`config.mk`:
```
export PLATFORM = sky130hd
export DESIGN_NAME = kbd_entry_buf
export DESIGN_NICKNAME = d
export VERILOG_FILES = /design/src/rtl/kbd_entry_buf.sv
export SDC_FILE = /design/constraint.sdc
export NUM_CORES = 1
export LEC_CHECK = 0
export CAP_MARGIN = 40
export CELL_PAD_IN_SITES_DETAIL_PLACEMENT = 1
export CELL_PAD_IN_SITES_GLOBAL_PLACEMENT = 1
export CORE_MARGIN = 1.5
export CORE_UTILIZATION = 42
export DETAILED_ROUTE_END_ITERATION = 8
export GPL_ROUTABILITY_DRIVEN = 1
export PLACE_DENSITY = 0.85
export SYNTH_ARGS = -nofsm -noshare
export SYNTH_HDL_FRONTEND = slang
export SYNTH_SLANG_ARGS = --single-unit
```
`constraint.sdc`:
```
create_clock -name clk -period 4.35 [get_ports clk]
set_input_delay 0.87 -clock clk [delete_from_list [all_inputs] [get_ports clk]]
set_output_delay 0.87 -clock clk [all_outputs]
set_load 0.02 [all_outputs]
```
`src/rtl/kbd_entry_buf.sv`:
```
// Keypad entry buffer: decodes PS/2 set-2 make/break/extended/typematic sequences
// and accumulates keypad digits into a BCD shift buffer with backspace/clear/commit.
module kbd_entry_buf #(
   parameter int         DIGITS    = 4,
   parameter logic [3:0] FILL      = 4'hF,
   parameter bit         FULL_MODE = 1'b0
) (
   input  logic                  clk,
   input  logic                  reset,
   input  logic [7:0]            scan_code,
   input  logic                  scan_strobe,
   output logic [4*DIGITS-1:0]   key_buffer,
   output logic [3:0]            digit_count,
   output logic [4*DIGITS-1:0]   entry_value,
   output logic                  entry_valid,
   output logic                  overflow,
   output logic [7:0]            key
);

   localparam int         W        = 4*DIGITS;
   localparam logic [W-1:0] FILL_ALL = {DIGITS{FILL}};
   localparam logic [3:0] DMAX     = 4'(DIGITS);

   localparam logic [7:0] KP_STAR  = 8'h7C;
   localparam logic [7:0] KP_MINUS = 8'h7B;
   localparam logic [7:0] KP_PLUS  = 8'h79;
   localparam logic [7:0] KEY_REL  = 8'hF0;
   localparam logic [7:0] EXT_PFX  = 8'hE0;

   typedef enum logic [2:0] {S_IDLE, S_HELD, S_BREAK, S_EXT, S_EXT_BREAK} state_t;

   state_t     state;
   logic       ret_held;
   logic [7:0] held;

   logic         is_digit, is_kp;
   logic [3:0]   bcd;
   logic [W+3:0] shift_ext, back_ext;
   logic [W-1:0] shifted, backspaced;

   always_comb begin
      is_digit = 1'b1;
      bcd      = 4'd0;
      case (scan_code)
         8'h70: bcd = 4'd0;
         8'h69: bcd = 4'd1;
         8'h72: bcd = 4'd2;
         8'h7A: bcd = 4'd3;
         8'h6B: bcd = 4'd4;
         8'h73: bcd = 4'd5;
         8'h74: bcd = 4'd6;
         8'h6C: bcd = 4'd7;
         8'h75: bcd = 4'd8;
         8'h7D: bcd = 4'd9;
         default: is_digit = 1'b0;
      endcase
      is_kp = is_digit || scan_code == KP_STAR || scan_code == KP_MINUS
              || scan_code == KP_PLUS;
   end

   // Width-extended concatenations keep the DIGITS=1 case a plain nibble replace.
   assign shift_ext  = {key_buffer, bcd};
   assign shifted    = shift_ext[W-1:0];
   assign back_ext   = {FILL, key_buffer};
   assign backspaced = back_ext[W+3:4];

   always_ff @(posedge clk or posedge reset) begin
      if (reset) begin
         state       <= S_IDLE;
         ret_held    <= 1'b0;
         held        <= 8'h00;
         key_buffer  <= FILL_ALL;
         digit_count <= 4'd0;
         entry_value <= FILL_ALL;
         entry_valid <= 1'b0;
         overflow    <= 1'b0;
         key         <= 8'h00;
      end else begin
         entry_valid <= 1'b0;
         overflow    <= 1'b0;
         if (scan_strobe) begin
            case (state)
               S_IDLE, S_HELD: begin
                  if (scan_code == KEY_REL) begin
                     ret_held <= (state == S_HELD);
                     state    <= S_BREAK;
                  end else if (scan_code == EXT_PFX) begin
                     ret_held <= (state == S_HELD);
                     state    <= S_EXT;
                  end else if (is_kp && !(state == S_HELD && scan_code == held)) begin
                     held  <= scan_code;
                     state <= S_HELD;
                     key   <= scan_code;
                     if (is_digit) begin
                        if (digit_count < DMAX) begin
                           key_buffer  <= shifted;
                           digit_count <= digit_count + 4'd1;
                        end else if (FULL_MODE) begin
                           overflow <= 1'b1;
                        end else begin
                           key_buffer <= shifted;
                        end
                     end else if (scan_code == KP_MINUS) begin
                        if (digit_count != 4'd0) begin
                           key_buffer  <= backspaced;
                           digit_count <= digit_count - 4'd1;
                        end
                     end else if (scan_code == KP_PLUS) begin
                        key_buffer  <= FILL_ALL;
                        digit_count <= 4'd0;
                     end else begin
                        entry_value <= key_buffer;
                        entry_valid <= 1'b1;
                        key_buffer  <= FILL_ALL;
                        digit_count <= 4'd0;
                     end
                  end
               end
               S_BREAK:
                  state <= (scan_code == held || !ret_held) ? S_IDLE : S_HELD;
               S_EXT:
                  if (scan_code == KEY_REL) state <= S_EXT_BREAK;
                  else state <= ret_held ? S_HELD : S_IDLE;
               S_EXT_BREAK:
                  state <= ret_held ? S_HELD : S_IDLE;
               default:
                  state <= S_IDLE;
            endcase
         end
      end
   end

endmodule

```
**Word-level counts from Yosys, hierarchy flattened**

Index checks and enable logic that the tools add are counted.

- Add/subtract/negate cells: 2
- Magnitude comparators: 1
- Equality and inequality tests: 23
- Multiplexer cells: 26
- Bitwise gates (word level): 5
- Reductions and logical operators: 19

Operators with widths:

| cell | count |
|---|---|
| == test 8 x 7 -> 1 bit, second input constant | 13 |
| 2-to-1 mux 16 bit | 3 |
| one-hot mux 4 bit (9 select lines) | 1 |
| == test 8 bit, second input constant | 2 |
| 2-to-1 mux 4 bit | 4 |
| 2-to-1 mux 1 bit | 13 |
| 2-to-1 mux 3 bit | 4 |
| one-hot mux 3 bit (4 select lines) | 1 |
| OR reduction 10 bit | 1 |
| == test 8 bit | 1 |
| AND reduction 8 bit | 1 |
| AND reduction 7 bit | 1 |
| == test 3 x 2 -> 1 bit, second input constant | 2 |
| AND reduction 6 bit | 1 |
| NOT 1 bit | 5 |
| AND reduction 5 bit | 1 |
| adder 4 x 1 -> 4 bit, second input constant | 1 |
| logical OR 1 bit | 4 |
| less-than comparator 4 x 3 -> 1 bit, second input constant | 1 |
| != test 4 bit, second input constant | 1 |
| nonzero test 4 bit | 1 |
| subtractor 4 x 1 -> 4 bit, second input constant | 1 |
| == test 3 x 1 -> 1 bit, second input constant | 1 |
| == test 3 bit, second input constant | 1 |
| other kinds (9) | 11 |

- Register bits: 49
- Bits of input ports: 11
- Output and inout bits: 46
- Word-level logic and storage cells: 83

**Depth between registers and ports, before layout**

- Word-level depth: 12
- Mapped depth: 10
- Depth with buffers taken out: 6

**Worst setup path before layout**

OpenSTA, ideal clock, no wires.

- Kind: input to register
- Start point: input port scan_code[0]
- End point: register entry_value[0]
- Library setup time: 82 ps
- Arrival time: 2536 ps
- Required time: 4268 ps
- Slack: 1732 ps
- Stages on the path: 9
- Path buffers: 4
- Cells stage by stage: buf_6 > buf_6 > o32a_1 > a21oi_2 > nand2_2 > a311o_1 > buf_6 > buf_12 > mux2_4

- Cells in the longest elaborated chain, start to end: 8

RTL lines:

| what | RTL line | text |
|---|---|---|
| from (decl) | 10 | `input logic [7:0] scan_code,` |
| == test 8 x 7 -> 1 bit | 44 | `case (scan_code)` |
| OR reduction 10 bit (no source line) | - |  |
| 2-to-1 mux 1 bit | 44 |  |
| logical OR 1 bit (2 in a row) | 57 | `is_kp = is_digit \|\| scan_code == KP_STAR \|\| scan_code == KP_MINUS` |
| logical OR 1 bit | 58 | `\|\| scan_code == KP_PLUS;` |
| logical AND 1 bit | 90 | `end else if (is_kp && !(state == S_HELD && scan_code == held)) begin` |
| AND reduction 8 bit (no source line) * | - |  |
| to (signal assigned) | 112 | `entry_value <= key_buffer;` |
| to (decl) | 14 | `output logic [4*DIGITS-1:0] entry_value,` |

Every way passes the cells marked *; elsewhere a longest branch is shown, timed or not.
A chain may end at the register's enable or synchronous reset.

**Final worst setup path**

- Start point: input port scan_code[0]
- End point: register entry_value[14]

Same word-level chain as after synthesis.

==> impl_metrics.tcl <==
set metrics [dict create \
    status "finished clean" \
    antenna_found_initial 0 \
    top_layer "met4" \
    fin_util_pct 55.2 \
    worstRegToRegCells 7 \
    post-place-ws_ns 0.693 \
    cp_max_fo 17 \
    grt_remaining_overflow 0 \
    yosys-top-cells-area "dfstp_2 32%, dfrtp_1 16%, o21ai_0 5.3%" \
    async_flop_share_pct 100 \
    io_pins 57 \
    grt_first_pass_wirelength_um 10900 \
    synthCells 250 \
    cap_violations 0 \
    maxSlewHeadroom_pct 54.2 \
    post_cts_resized 0 \
    cp-startpoint "scan_code[0]" \
    clk_path_buf_depth 2 \
    ys_ff_latch 49 \
    p_per_area_mw_per_mm2 511 \
    worst-setup-path-type "in -> reg" \
    io_buffers 55 \
    cp.arrival_ns 3.58 \
    endpoint_kind "flip-flop" \
    rows 28 \
    syn2layout_area_growth_pct 25.5 \
    dp_hpwl_um 4610 \
    htree_levels 2 \
    hold_path_depth 2 \
    clock-sinks 49 \
    drt_wl_total_um 6720 \
    cts_tree "done" \
    worst_slack_ns 1.01 \
    synthDistinctLibCells 53 \
    drtIter0Drc 185 \
    root_buffer "clkbuf_8" \
    yosysWarnings 0 \
    place_congestion 0.815 \
    final_common_cell "clkdlybuf4s50_1" \
    r2r_start "key[3]$_DFFE_PP0P_" \
    power.total_mw 1.68 \
    drive_gt1_share_pct 23.0 \
    fin_skew_ns 0.00814 \
    fillerInstances 686 \
    p_leak_nw 1.34 \
    required_ns 4.59 \
    first_pass_iters 4 \
    die_w_um 82.0 \
    clock_latency_ns 0.31 \
    syn_area_per_cell_um2 10.5 \
    final_cell_area_mm2 0.00329 \
    worst_pin_slew_ns 0.682 \
    core_area_mm2 0.00596 \
    drc 0 \
    synth-seq-area-share_pct 48.3 \
    r2r_end "entry_value[14]$_DFFE_PP1P_" \
    crit_path_start_kind "primary input" \
    finalSetupTns_ns 0 \
    fmax_mhz 299 \
    holdWs_ns 0.513 \
    rsz0062_at_grt "no" \
    syn_nets 263 \
    grt_max_degree 39 \
    setup-violations-final 0 \
    final_max_slew_viol_count 0 \
    die_h_um 82.0 \
    syn_area_mm2 0.00262 \
    period_share_pct 76.8 \
    die-area_mm2 0.00672 \
    clk_pin_slew_ns 0.09 \
    reg2reg_slack_ns 2.02 \
    start_util_pct 44.0 \
    ir_drop_v 0.000297 \
    met3_length_um 223 \
    drtAntennaViolNets 0 \
    nets 312 \
    wire_per_inst_um 17.9 \
    viasPerCell 5.63 \
    dp.cells 367 \
    yosysTopAreaCellShare_pct 32.1 \
    placedInstanceArea_mm2 0.00318 \
    instances_no_fill 375 \
    endpoint "entry_value[14]$_DFFE_PP1P_" \
    grt_pass1_vias 2074 \
    ys_dominant_reg_cell "dfstp_2" \
    dr_wl_met2_um 3250 \
    synth_edf_count 0 \
    cts_setup_buffers 0 \
    hold_path_class "reg -> reg" \
    numCtsBuffers 5 \
    hold_violations 0 \
    num_antenna_cells 0 \
    drt-met1-wl_um 3150 \
    yosysTopAreaCell "dfstp_2" \
    final_cell_mix "55 x clkdlybuf4s50_1, 32 x dfstp_2, 28 x nand2_1, 28 x o21ai_0, 17 x dfrtp_1" \
    vias 2113 \
    finalCriticalPeriod_ns 3.34 \
    ctsHoldBuffers 0 \
    grt_use_total_pct 21.7 \
]
registers in the layout, summed over array words and instances (netlist names):
| name | flops |
|---|---|
| entry_valid | 1 |
| ret_held | 1 |
| state | 3 |
| entry_value | 16 |
| digit_count | 4 |
| key_buffer | 16 |
| key | 8 |
layout make-up:
cell class,count,area [um2],area share [%]
clock buffers,7,97.6,2.97
clock inverters,1,8.76,0.266
inverters,9,33.8,1.03
multi-input cells,175,1190,36.3
flip-flops and latches,49,1270,38.5
well taps,75,93.8,2.85
repair buffers,59,593,18.0
metal layers:
metal / track usage (%) / vias to the layer above
met1: 29.9 / 1069
met3: 3.89 / 6
met4: 8.14 / 0
li1: - / 990
met2: 34.0 / 48
met5: 0 / -
logic make-up after synthesis:
| logic type | Yosys count | share of synthesized area (%) |
|---|---|---|
| AOI/OAI and AO/OA | 69 | 17.1 |
| xor gates and xnor gates | 8 | 2.67 |
| adders and majority gates | 2 | 0.955 |
| buffers and inverters | 26 | 6.30 |
| DFF | 49 | 48.3 |
| muxes | 22 | 10.6 |
| other | 1 | 0.143 |
| and+or+nand+nor | 73 | 13.8 |
how the worst min path moves through the flow:
stage                                            end                        from
final                     key_buffer[14]$_DFFE_PP1P_  key_buffer[14]$_DFFE_PP1P_
after global placement    key_buffer[14]$_DFFE_PP1P_  key_buffer[14]$_DFFE_PP1P_
after global routing      key_buffer[14]$_DFFE_PP1P_  key_buffer[14]$_DFFE_PP1P_
after floorplan                 ret_held$_DFFE_PP0P_        ret_held$_DFFE_PP0P_
after CTS                 key_buffer[13]$_DFFE_PP1P_  key_buffer[13]$_DFFE_PP1P_
after detailed placement  key_buffer[14]$_DFFE_PP1P_  key_buffer[14]$_DFFE_PP1P_
worst max-delay path: stages:
cell and delay (ns):
clkdlybuf4s50_1 0.72, or2_2 0.44, a21oi_1 0.23, nor3_1 0.09
nor2_1 0.38, a311o_1 0.19, buf_4 0.29, mux2_2 0.38
synthesized netlist by cell type, types with 8 or more instances:
cell type and count:
dfrtp_1 17, dfstp_2 32, inv_1 9, mux2_2 10, mux2_4 9, nand2_1 28, nor2_1 13, o21ai_0 28
o22ai_1 10, xnor2_1 8
where the power goes:
group          internal [mW]  switching, mW  total (mW)  leakage [nW]
Combinational          0.315          0.296       0.611         0.730
Clock                  0.150          0.162       0.312        0.0536
Sequential             0.643          0.113       0.756         0.551
No activity file was read; power rests on OpenSTA's default activity.
